==> src/rtl/addr_sequencer.sv <==
// addr_sequencer: prescaled up/down/one-shot address stepper; ping-pong mode 10 built only with ADDR_SEQUENCER_PINGPONG_EN
module addr_sequencer #(
  parameter int WIDTH = 5,
  parameter int MAX = 31,
  parameter int TICK_DIV = 8
) (
  input  logic             clock,
  input  logic             reset,
  input  logic             enable,
  input  logic             dir,
  input  logic [1:0]       mode,
  input  logic             load,
  input  logic [WIDTH-1:0] load_value,
  output logic [WIDTH-1:0] addr,
  output logic             tick,
  output logic             wrap,
  output logic             done
);
  localparam int PW = (TICK_DIV > 1) ? $clog2(TICK_DIV) : 1;
  localparam logic [WIDTH-1:0] MAXW = WIDTH'(MAX);
  logic [PW-1:0] pre;
  logic step, one, pp, pp_up, down, term, nxt_term, wrap_n, done_n;
  logic [WIDTH-1:0] nxt;
  assign step = enable && (pre == PW'(TICK_DIV - 1));
  assign one = mode == 2'b01;
`ifdef ADDR_SEQUENCER_PINGPONG_EN
  assign pp = mode == 2'b10;
  always_ff @(posedge clock)
    if (reset || load) pp_up <= 1'b1;
    else if (step && pp && term) pp_up <= ~pp_up;
`else
  assign pp = 1'b0;
  assign pp_up = 1'b1;
`endif
  always_comb begin
    down = pp ? ~pp_up : dir;
    term = down ? (addr == '0) : (addr >= MAXW);
    nxt = !term ? (down ? addr - WIDTH'(1) : addr + WIDTH'(1))
        : one ? addr
        : pp ? (down ? WIDTH'(1) : MAXW - WIDTH'(1))
        : (down ? MAXW : '0);
    nxt_term = down ? (nxt == '0) : (nxt >= MAXW);
    wrap_n = term && !one;
    done_n = done || (one && nxt_term);
  end
  always_ff @(posedge clock)
    if (reset) begin
      addr <= '0;
      pre <= '0;
      tick <= 1'b0;
      wrap <= 1'b0;
      done <= 1'b0;
    end else if (load) begin
      addr <= (load_value > MAXW) ? MAXW : load_value;
      pre <= '0;
      tick <= 1'b0;
      wrap <= 1'b0;
      done <= 1'b0;
    end else begin
      tick <= step;
      wrap <= step && wrap_n;
      if (enable) pre <= step ? '0 : pre + PW'(1);
      if (step) begin
        addr <= nxt;
        done <= done_n;
      end
    end
endmodule

==> config.mk <==
export PLATFORM = sky130hd
export DESIGN_NAME = addr_sequencer
export DESIGN_NICKNAME = d
export VERILOG_FILES = /design/src/rtl/addr_sequencer.sv
export SDC_FILE = /design/constraint.sdc
export NUM_CORES = 1
export LEC_CHECK = 0
export ABC_AREA = 0
export BUFFER_PORTS_ARGS = -buffer_cell sky130_fd_sc_hd__buf_2
export CAP_MARGIN = 20
export CORE_MARGIN = 3
export CORE_UTILIZATION = 40
export DETAILED_ROUTE_END_ITERATION = 16
export PLACE_DENSITY_LB_ADDON = 0.1
export SYNTH_ARGS = -nofsm -noshare
export SYNTH_HDL_FRONTEND = slang
export SYNTH_SLANG_ARGS = --single-unit
==> constraint.sdc <==
create_clock -name clock -period 4.8 [get_ports clock]
set_input_delay 0.48 -clock clock [delete_from_list [all_inputs] [get_ports clock]]
set_output_delay 0.48 -clock clock [all_outputs]
set_load 0.1 [all_outputs]
======== After elaboration in Yosys (flattened, before gate mapping) ========
Index checks and enable logic that the tools add are counted.
word-level totals
  bits in registers ....................... 11
  bits in latches ......................... 0
  memory bits (writable) .................. 0
  ROM bits ................................ 0
  output and inout bits ................... 8
  word-level logic and storage cells ...... 33
  memories kept ........................... 0
operators by class
  add/subtract/negate cells ............... 3
  multiply operators ...................... 0
  div/mod/pow operators ................... 0
  order comparisons ....................... 3
  equality and inequality tests ........... 2
  shift operators ......................... 0
  mux-type cells .......................... 10
  bitwise gates (word level) .............. 0
  reductions and logical operators ........ 10
operator list
  kind                                                                   number
  5-bit 2-to-1 mux                                                       7
  5-bit >= comparator, second input constant                             2
  5-bit zero test                                                        2
  5-bit by 1-bit adder with 5-bit output, second input constant          1
  5-bit > comparator, second input constant                              1
  5-bit by 1-bit subtractor with 5-bit output, second input constant     1
  1-bit logical AND                                                      4
  3-bit by 1-bit adder with 3-bit output, second input constant          1
  3-bit equality test, second input constant                             1
  3-bit 2-to-1 mux                                                       1
  2-bit by 1-bit equality test with 1-bit output, second input constant  1
  1-bit 2-to-1 mux                                                       2
  2-bit nonzero test                                                     1
  2-bit OR reduction                                                     1
  1-bit zero test                                                        1
  1-bit logical OR                                                       1

======== Logic depth before layout (Yosys ltp) ========
Gate-level depths: netlist (run 1).
  depth after elaboration ................. 7
  gate-level depth with buffers ........... 8
  depth with buffers taken out ............ 8

======== Worst setup path after synthesis (run 1) ========
Ideal clock, no wire load.
  kind .................................... register to register
  start point ............................. reg addr[2]
  end point ............................... reg done
  setup time .............................. 79 ps
  arrival ................................. 2608 ps
  data required time ...................... 4721 ps
  setup slack ............................. 2113 ps
  cell stages (with the launch flop) ...... 8
  cell sequence ........................... dfxtp_1 ha_1 a21o_1 a21oi_1 xnor2_1 a21oi_2 or4_1 o221ai_2
between the ends
  longest elaborated chain between the ends .. 7
ends and longest elaborated chain
  element                                                               line    text
  from (decl)                                                           14      output logic [WIDTH-1:0] addr,
  from (signal assigned)                                                54      addr <= (load_value > MAXW) ? MAXW : load_value;
  from (signal assigned)                                                64      addr <= nxt;
  5-bit by 1-bit adder with 5-bit output, or another cell as far along  38      nxt = !term ? (down ? addr - WIDTH'(1) : addr + WIDTH'(1))
  5-bit 2-to-1 mux or 1-bit 2-to-1 mux (tied branches)                  38, 37
  5-bit 2-to-1 mux (*)                                                  38
  5-bit >= comparator or 5-bit zero test (tied branches)                42      nxt_term = down ? (nxt == '0) : (nxt >= MAXW);
  1-bit 2-to-1 mux (*)                                                  42
  1-bit logical AND (*)                                                 44      done_n = done || (one && nxt_term);
  1-bit logical OR (*)                                                  44
  to (signal assigned)                                                  65      done <= done_n;
  to (decl)                                                             17      output logic done
Every way passes the cells marked *; elsewhere a longest branch is shown, timed or not.
A chain may end at the register's enable or synchronous reset.

======== Worst setup path in the final report (run 1) ========
  start point ............................. in dir
  end point ............................... reg done
between the ends
  longest elaborated chain between the ends .. 7
ends and longest elaborated chain
  element                                                 line  text
  from (decl)                                             10    input logic dir,
  5-bit 2-to-1 mux                                        41    : (down ? MAXW : '0);
  5-bit 2-to-1 mux                                        39    : one ? addr
  5-bit 2-to-1 mux                                        38
  5-bit >= comparator or 5-bit zero test (tied branches)  42
  1-bit 2-to-1 mux (*)                                    42
  1-bit logical AND (*)                                   44
  1-bit logical OR (*)                                    44
Marked as above.

==> summary.txt, run 1 <==
Pwr
  – Max rail drop VDD: 0.000146 V
  – Design Power: 232 uW
  – PD cells: 264 mW/mm^2
  – Pleak: 0.386 nW

Clocking
  – CTS tree: yes
  – Clk buf depth: 2
  – CTS root buffer: clkbuf_4
  – Worst-path clk slew: 70 ps
  – Htree depth: 1
  – PostCTS Resize Cnt: 0
  – Clock Latency Late Sink: 270 ps
  – Clock Sinks: 11
  – Hold-fix buffers, CTS: 0
  – Total CTS buffers: 3
  – Postcts setup bufs: 0

Synth
  – Ys flop type: dfxtp_1
  – #FFs+latches synth: 11
  – EDFF count, synth: 0
  – Mean area per synthesized cell: 8.59 um^2
  – Sequential share of the synthesized area: 0.295
  – Post-Syn Nets: 105
  – Synth area leaders: dfxtp_1 29%, ha_1 8.4%, a21oi_1 7.4%
  – Post-Syn Instances: 87
  – Most common library cells after synthesis: 11 x a21oi_1, 11 x dfxtp_1, 9 x nor2_1, 5 x ha_1, 5 x nor2b_1
  – Async set-reset flop share out of synthesis: 0
  – Top cell type's share of synthesized area: 0.295
  – Yosys top cell by area: dfxtp_1
  – Mapped Area: 747 um^2
  – Distinct cells, synth: 33
  – Yosys warning count: 0

Min path
  – Hold Path Stages: 3
  – Hold_sp: load_value[0]
  – HP Class: in2reg
  – Hold endpoint: addr[0]

Finish
  – Diodes inserted: 0
  – Multi-input logic area: 493 um^2
  – Share of layout cells above drive strength 1: 0.283
  – Area growth, synth to finish: 17.8%
  – Finished Layout Cells: 130
  – Util after Layout: 0.540
  – Flip-flop and latch area: 220 um^2
  – Fill cell count: 165
  – Fin area: 880 um^2
  – Final nets: 125

Floorplan
  – Core Footprint: 0.00163 mm^2
  – Ports: 20
  – Row Count: 14
  – Total Die Area: 0.00242 mm^2
  – Chip height: 49.2 um
  – Die width: 49.2 um
  – Starting Density: 0.459

Critical path
  – Register-to-Register Path Depth: 7
  – Worst r2r dst: done
  – Critical path type: in2reg
  – R2r startpoint: addr[0]
  – CP startpoint kind: input port
  – Data arrival, critical path: 2410 ps
  – CP endpoint kind: flop
  – Worst reg2reg setup slack: 2590 ps
  – Required time worst endpoint: 4990 ps
  – Critical Path Fanout Max: 11

Detailed routing
  – Via density per instance: 5.29
  – Antenna viol nets, final: 0
  – Initial DRC Count: 11
  – Final wirelength: 1630 um
  – DR WL/cell: 12.5 um
  – Drt drc: 0
  – DR pass1 iterations: 4
  – Vias: 688

Run status
  – Status: finished clean

GRT
  – GRT Overall Usage: 0.150
  – Number of global-route vias before repair: 636
  – Largest net degree at the start of global routing: 12
  – Antenna violations before repair: 0
  – First-pass GRT wire length: 2900 um
  – Total gr overflow: 0

Place
  – Area after DPL: 853 um^2
  – Final GP Congestion: 0.836
  – Cell Count Post-Placement: 126
  – Post-detailed-placement half-perimeter wirelength: 1240 um
  – Input/output buffers: 19

Flow run
  – Number of max-cap violations: 0

STA
  – Endpoints failing setup: 0
  – RSZ-0062 raised after global routing: false
  – Final period util: 0.462
  – TNS Setup: 0 ps
  – Slew margin rel.: 0.683
  – Final hold viol count: 0
  – Min Tclk post-route: 2220 ps
  – Tightest Pin Transition: 471 ps
  – Fmax: 0.451 GHz
  – Fin. max-slew vios: 0
  – Clk_skew: 3.96 ps
## power breakdown
part | switching (mW) | total, mW | internal (mW)
registers | 0.00532 | 0.0998 | 0.0945
clock network | 0.0303 | 0.0625 | 0.0322
logic | 0.0462 | 0.0697 | 0.0235
## how the worst max path moves through the flow
stage                     cells past startpoint  slack [ps]     from   end
after CTS                                     7        2590  addr[0]  done
after detailed placement                      8        2320      dir  done
after global placement                        8        2340      dir  done
after floorplan                               7        2110  addr[2]  done
final                                         8        2580      dir  done
after global routing                          7        2470  addr[0]  done
## per-stage QoR
stage                     hold slack (ps)  setup slack (ps)
after floorplan                       490              2110
after global placement                504              2340
after detailed placement              503              2320
after CTS                             437              2590
after global routing                  452              2470
final                                 445              2580
## state kept, by name, summed over array words and instances (netlist names)
name	cells
addr	5
done	1
pre	3
tick	1
wrap	1
## per-layer routing
layer	vias to the layer above	global-route usage	share of wire
li1	357	-	-
met1	312	0.208	0.49
met2	17	0.212	0.43
met3	2	0.0550	0.067
met4	0	0.0474	0.0080
met5	-	0	0
## layout by cell type, fill, tap and decap left out, drive strengths merged, types with 2 or more instances in the layout
master  instances
mux2i           2
ha              5
dfxtp          11
nor2b           5
nor2            9
nor4            2
clkbuf          4
nor3            2
nand2           3
a221oi          2
buf            19
nand3           4
a21oi          12
a21o            2
xnor2           2
xor2            2
a211oi          4
inv             4
## cells by family after synthesis
family | count (synthesis) | synth area share
simple gates | 31 | 0.235
compound gates | 25 | 0.241
flops | 11 | 0.295
buf+inv | 8 | 0.0452
fa+ha+maj | 6 | 0.111
xor+xnor | 4 | 0.0469
mux | 2 | 0.0268
## worst max-delay path, cell delays in order
cell,delay [ps]
buf_2,180
fa_1,460
a21o_1,190
a21oi_1,180
xnor2_1,150
a21oi_2,90
or4_1,550
o221ai_2,130
## cell type report
cell class	instances	area share
sequential	11	0.250
clock buffer	4	0.0299
multi-input combinational	68	0.560
timing repair buffer	19	0.108
inverter	4	0.0171
tap	24	0.0341
No activity file was read; power rests on OpenSTA's default activity.
==> run 2: changes to the inputs <==
==> constraint.sdc (replaced) <==
create_clock -name clock -period 2.3 [get_ports clock]
set_input_delay 0.23 -clock clock [delete_from_list [all_inputs] [get_ports clock]]
set_output_delay 0.23 -clock clock [all_outputs]
set_load 0.1 [all_outputs]
==> summary.txt, run 2 (synthesized netlist as in run 1, its figures left out) <==
Run status
  – Status: finished clean

Critical path
  – Crit path from: addr[0]
  – CP startpoint kind: flop
  – Data arrival, critical path: 2350 ps (-60 ps)
  – Register-to-Register Path Depth: 7 (unchanged)
  – Required time worst endpoint: 2510 ps (-2480 ps)
  – R2r startpoint: addr[0]
  – CP endpoint kind: flop
  – Critical path type: reg2reg
  – Critical Path Fanout Max: 7 (-4)

STA
  – Final hold viol count: 0 (unchanged)
  – RSZ-0062 raised after global routing: false
  – Min Tclk post-route: 2150 ps
  – Endpoints failing setup: 0 (unchanged)
  – Fmax: 0.466 GHz
  – Clk_skew: 7.53 ps (+3.56 ps)
  – Tightest Pin Transition: 485 ps (+14.3 ps)
  – Fin worst setup slack: 155 ps (-2430 ps)
  – Slew margin rel.: 0.679 (-0.00463)
  – Final period util: 0.933
  – Fin. max-slew vios: 0 (unchanged)
  – TNS Setup: 0 ps (unchanged)

Detailed routing
  – Final wirelength: 1800 um (+10%)
  – DR WL/cell: 13.5 um (+8.0%)
  – DR pass1 iterations: 4 (unchanged)
  – Antenna viol nets, final: 0 (unchanged)
  – Initial DRC Count: 18 (+7)
  – Drt drc: 0 (unchanged)
  – Via density per instance: 5.40 (+2.0%)
  – Vias: 718 (+4.4%)

Finish
  – Fin area: 911 um^2 (+3.6%)
  – Final nets: 128 (+2.4%)
  – Multi-input logic area: 493 um^2 (unchanged)
  – Most frequent cells in the layout: 19 x buf_2, 11 x a21oi_1, 9 x nor2_1, 6 x dfxtp_1
  – Max reg flops: 5 (unchanged)
  – Largest registers: addr x5, pre x3
  – Share of layout cells above drive strength 1: 0.349 (+0.0656)
  – Area growth, synth to finish: 21.9%
  – Reg with most FFs: addr
  – Finished Layout Cells: 133 (+2.3%)
  – Flip-flop and latch area: 229 um^2 (+4.0%)
  – Fill cell count: 173 (+4.8%)
  – Most common cell after layout, fill and taps aside: buf_2
  – Diodes inserted: 0 (unchanged)

Pwr
  – Power share of the clock group: 0.271 (+0.002)
  – Switching power: 180 uW (+120%)
  – Net Sw Frac: 0.360 (+0.00680)
  – Max rail drop VDD: 0.000277 V (+89%)
  – Gate power share: 0.311 (+0.011)
  – Sequential share of power: 0.418 (-0.012)
  – Internal Pwr Total: 320 uW (+110%)
  – PD cells: 549 mW/mm^2 (+110%)
  – Pleak: 0.402 nW (+4.1%)
  – Design Power: 500 uW (+120%)

Clocking
  – Hold-fix buffers, CTS: 0 (unchanged)
  – Clk buf depth: 2 (unchanged)
  – PostCTS Resize Cnt: 0 (unchanged)
  – Clock Sinks: 11 (unchanged)
  – Clock Latency Late Sink: 280 ps (about the same)
  – CTS root buffer: clkbuf_4
  – Htree depth: 1 (unchanged)
  – Worst-path clk slew: 70 ps (about the same)
  – Total CTS buffers: 3 (unchanged)
  – CTS tree: yes
  – Postcts setup bufs: 0 (unchanged)

Min path
  – Hold_sp: reset
  – HP Class: in2reg
  – Hold Path Stages: 2 (-1)

Floorplan
  – Die width: 49.2 um (unchanged)
  – Starting Density: 0.459 (unchanged)
  – Chip height: 49.2 um (unchanged)
  – Ports: 20 (unchanged)
  – Total Die Area: 0.00242 mm^2 (unchanged)
  – Core Footprint: 0.00163 mm^2 (unchanged)
  – Row Count: 14 (unchanged)

Place
  – Place WS: 109 ps (-2210 ps)
  – Cell Count Post-Placement: 129 (+2.4%)
  – Final GP Congestion: 0.846 (+1.2%)
  – Input/output buffers: 19 (unchanged)
  – Post-detailed-placement half-perimeter wirelength: 1360 um (+9.4%)
  – Area after DPL: 885 um^2 (+3.7%)

GRT
  – First-pass GRT wire length: 3130 um (+8.1%)
  – Antenna violations before repair: 0 (unchanged)
  – Total gr overflow: 0 (unchanged)
  – Number of global-route vias before repair: 661 (+3.9%)
  – Largest net degree at the start of global routing: 11 (-1)
  – GRT Overall Usage: 0.166 (+0.0154)

Flow run
  – Number of max-cap violations: 0 (unchanged)
run 2: path summary, 6_finish.rpt:
path	end	slack (ps)
min	addr[0]	190
max reg2reg	done	150
min reg2reg	done	520
max	done	150
run 2: power groups by stage:
stage | sequential (mW) | clock [mW] | combinational [mW]
2_1_floorplan | 0.251 | 0 | 0.0775
3_3_place_gp | 0.213 | 0 | 0.152
3_5_place_dp | 0.213 | 0 | 0.154
4_1_cts | 0.209 | 0.138 | 0.155
5_1_grt | 0.210 | 0.149 | 0.170
6_report | 0.209 | 0.135 | 0.155
run 2: final cells by class:
cell class | count | area share
Inverter | 4 | 0.0165
Clock buffer | 4 | 0.0288
Sequential cell | 11 | 0.251
Multi-Input combinational cell | 68 | 0.541
Tap cell | 24 | 0.0330
Timing Repair Buffer | 22 | 0.129
run 2: per-layer routing:
metal  track usage  vias to the layer above  share of wire
met5             0                        -              0
met4        0.0427                        0         0.0083
met3        0.0489                        2          0.063
met2         0.252                       23           0.46
met1         0.226                      334           0.47
li1              -                      359              -
run 2: critical path, cell delays in order (launching register included):
cell and delay (ps):
dfxtp_2 360, fa_1 420, a21o_1 200, a21oi_1 180
xnor2_1 150, a21oi_2 90, or4_1 540, o221ai_2 130
run 2: per-stage QoR:
step / util / hold slack, ps
floorplan: - / 295
global placement: 0.543 / 461
detailed placement: 0.543 / 469
CTS: 0.559 / 187
global route: 0.559 / 196
finish: 0.559 / 188
==> run 3: changes to the inputs <==
--- a/config.mk
+++ b/config.mk
@@ -8,7 +8,7 @@
 export ABC_AREA = 0
 export BUFFER_PORTS_ARGS = -buffer_cell sky130_fd_sc_hd__buf_2
 export CAP_MARGIN = 20
-export CORE_MARGIN = 3
+export CORE_MARGIN = 1.5
 export CORE_UTILIZATION = 40
 export DETAILED_ROUTE_END_ITERATION = 16
 export PLACE_DENSITY_LB_ADDON = 0.1
==> summary.txt, run 3 (synthesized netlist as in run 1, its figures left out) <==
Pwr
  – Pleak: 0.402 nW (unchanged)
  – PD cells: 540 mW/mm^2 (-1.6%)
  – Max rail drop VDD: 0.000374 V (+35%)

Clocking
  – PostCTS Resize Cnt: 0 (unchanged)
  – Clk buf depth: 2 (unchanged)
  – CTS tree: yes
  – Total CTS buffers: 3 (unchanged)
  – Clock Sinks: 11 (unchanged)
  – Postcts setup bufs: 0 (unchanged)
  – Worst-path clk slew: 70 ps (about the same)
  – Htree depth: 1 (unchanged)
  – Hold-fix buffers, CTS: 0 (unchanged)
  – CTS root buffer: clkbuf_4
  – Clock Latency Late Sink: 260 ps (-20 ps)

Finish
  – Util after Layout: 0.523 (-0.0366)
  – Max reg flops: 5 (unchanged)
  – Diodes inserted: 0 (unchanged)
  – Final nets: 128 (unchanged)
  – Most frequent cells in the layout: 19 x buf_2, 11 x a21oi_1, 9 x nor2_1, 6 x dfxtp_1
  – Share of layout cells above drive strength 1: 0.349 (unchanged)
  – Largest registers: addr x5, pre x3
  – Area growth, synth to finish: 22.1%
  – Reg with most FFs: addr
  – Most common cell after layout, fill and taps aside: buf_2
  – Fill cell count: 187 (+8.1%)
  – Finished Layout Cells: 134 (+0.75%)

Critical path
  – Slowest CP cell: or4_1
  – Cell breakdown of the critical path: fa_1 -> a21o_1 -> a21oi_1 -> xnor2_1 -> a21oi_2 -> or4_1 -> o221ai_2
  – Critical path type: reg2reg
  – R2r startpoint: addr[0]
  – Critical Path Fanout Max: 7 (unchanged)
  – Required time worst endpoint: 2490 ps (-20 ps)
  – Worst r2r dst: done
  – Worst reg2reg setup slack: 140 ps (-20 ps)
  – Data arrival, critical path: 2350 ps (about the same)
  – Register-to-Register Path Depth: 7 (unchanged)
  – CP peak stage delay: 550 ps (about the same)
  – CP endpoint kind: flop
  – CP startpoint kind: flop

STA
  – Slew margin rel.: 0.676 (-0.00273)
  – Min Tclk post-route: 2160 ps (+19.2 ps)
  – Endpoints failing setup: 0 (unchanged)
  – Clk_skew: 4.81 ps (-2.71 ps)
  – RSZ-0062 raised after global routing: false
  – Fmax: 0.462 GHz (-0.89%)
  – TNS Setup: 0 ps (unchanged)
  – Final hold viol count: 0 (unchanged)
  – Fin. max-slew vios: 0 (unchanged)
  – Tightest Pin Transition: 489 ps (+4.13 ps)
  – Final period util: 0.941 (+0.00835)

Floorplan
  – Row Count: 15 (+1)
  – Ports: 20 (unchanged)
  – Die width: 46.2 um (-6.1%)
  – Core Footprint: 0.00175 mm^2 (+7.1%)
  – Starting Density: 0.428 (-0.0306)
  – Chip height: 46.2 um (-6.1%)
  – Total Die Area: 0.00214 mm^2 (-12%)

Detailed routing
  – Drt drc: 0 (unchanged)
  – Antenna viol nets, final: 0 (unchanged)
  – Final wirelength: 1670 um (-7.4%)
  – Vias: 694 (-3.3%)
  – Initial DRC Count: 2 (-16)
  – Via density per instance: 5.18 (-4.1%)
  – DR WL/cell: 12.4 um (-8.1%)
  – DR pass1 iterations: 4 (unchanged)

GRT
  – Number of global-route vias before repair: 612 (-7.4%)
  – Largest net degree at the start of global routing: 11 (unchanged)
  – First-pass GRT wire length: 2870 um (-8.4%)
  – GRT Overall Usage: 0.193 (+0.0274)
  – Total gr overflow: 0 (unchanged)
  – Antenna violations before repair: 0 (unchanged)

Min path
  – HP Class: in2reg
  – Hold endpoint: addr[0]
  – Hold Path Stages: 3 (+1)
  – Hold_sp: load_value[0]

Place
  – Cell Count Post-Placement: 130 (+0.78%)
  – Input/output buffers: 19 (unchanged)
  – Final GP Congestion: 0.780 (-7.9%)
  – Post-detailed-placement half-perimeter wirelength: 1330 um (-2.0%)

Run status
  – Status: finished clean

Flow run
  – Number of max-cap violations: 0 (unchanged)
run 3: stage by stage:
step           worst slack [ps]  power [mW]  instance area, um^2  hold WS (ps)
2_1_floorplan              13.8       0.329                  756           295
3_3_place_gp                142       0.366                  886           455
3_5_place_dp                120       0.367                  886           461
4_1_cts                     132       0.496                  912           180
5_1_grt                    39.8       0.522                  912           209
6_report                    136       0.492                  912           190
run 3: worst max path at each step:
stage	startpoint	endpoint	slack, ps	cells after the start
6_report	addr[0]	done	140	7
4_1_cts	addr[0]	done	130	7
5_1_grt	addr[0]	done	40	7
3_3_place_gp	dir	done	140	8
2_1_floorplan	addr[0]	done	10	7
3_5_place_dp	dir	done	120	8
run 3: power breakdown:
group	switching [mW]	internal [mW]	leakage, nW
clock	0.0619	0.0671	0.0150
sequential	0.0114	0.198	0.0918
combinational	0.0994	0.0547	0.295
run 3: routing by layer:
layer	up-vias	routed length, um	global-route usage
met5	-	0	0
met4	0	0	0.0343
met3	0	87	0.0706
met2	21	755	0.289
met1	307	823	0.267
li1	366	-	-
run 3: area by class of cell:
cell class,instances,area (um^2),share of cell area
flip-flops and latches,11,229,0.251
repair buffers,22,118,0.129
multi-input cells,68,493,0.540
inverters,4,15.0,0.0165
clock buffers,4,26.3,0.0288
well taps,25,31.3,0.0343
run 3: worst max-delay path, delay by kind of cell, from the launching register on:
kind,cells,cell delay [ps]
AO/OA/AOI/OAI,4,600
AND/OR/NAND/NOR,1,550
adder cells (fa/ha/maj),1,430
flip-flops,1,360
XOR/XNOR,1,160
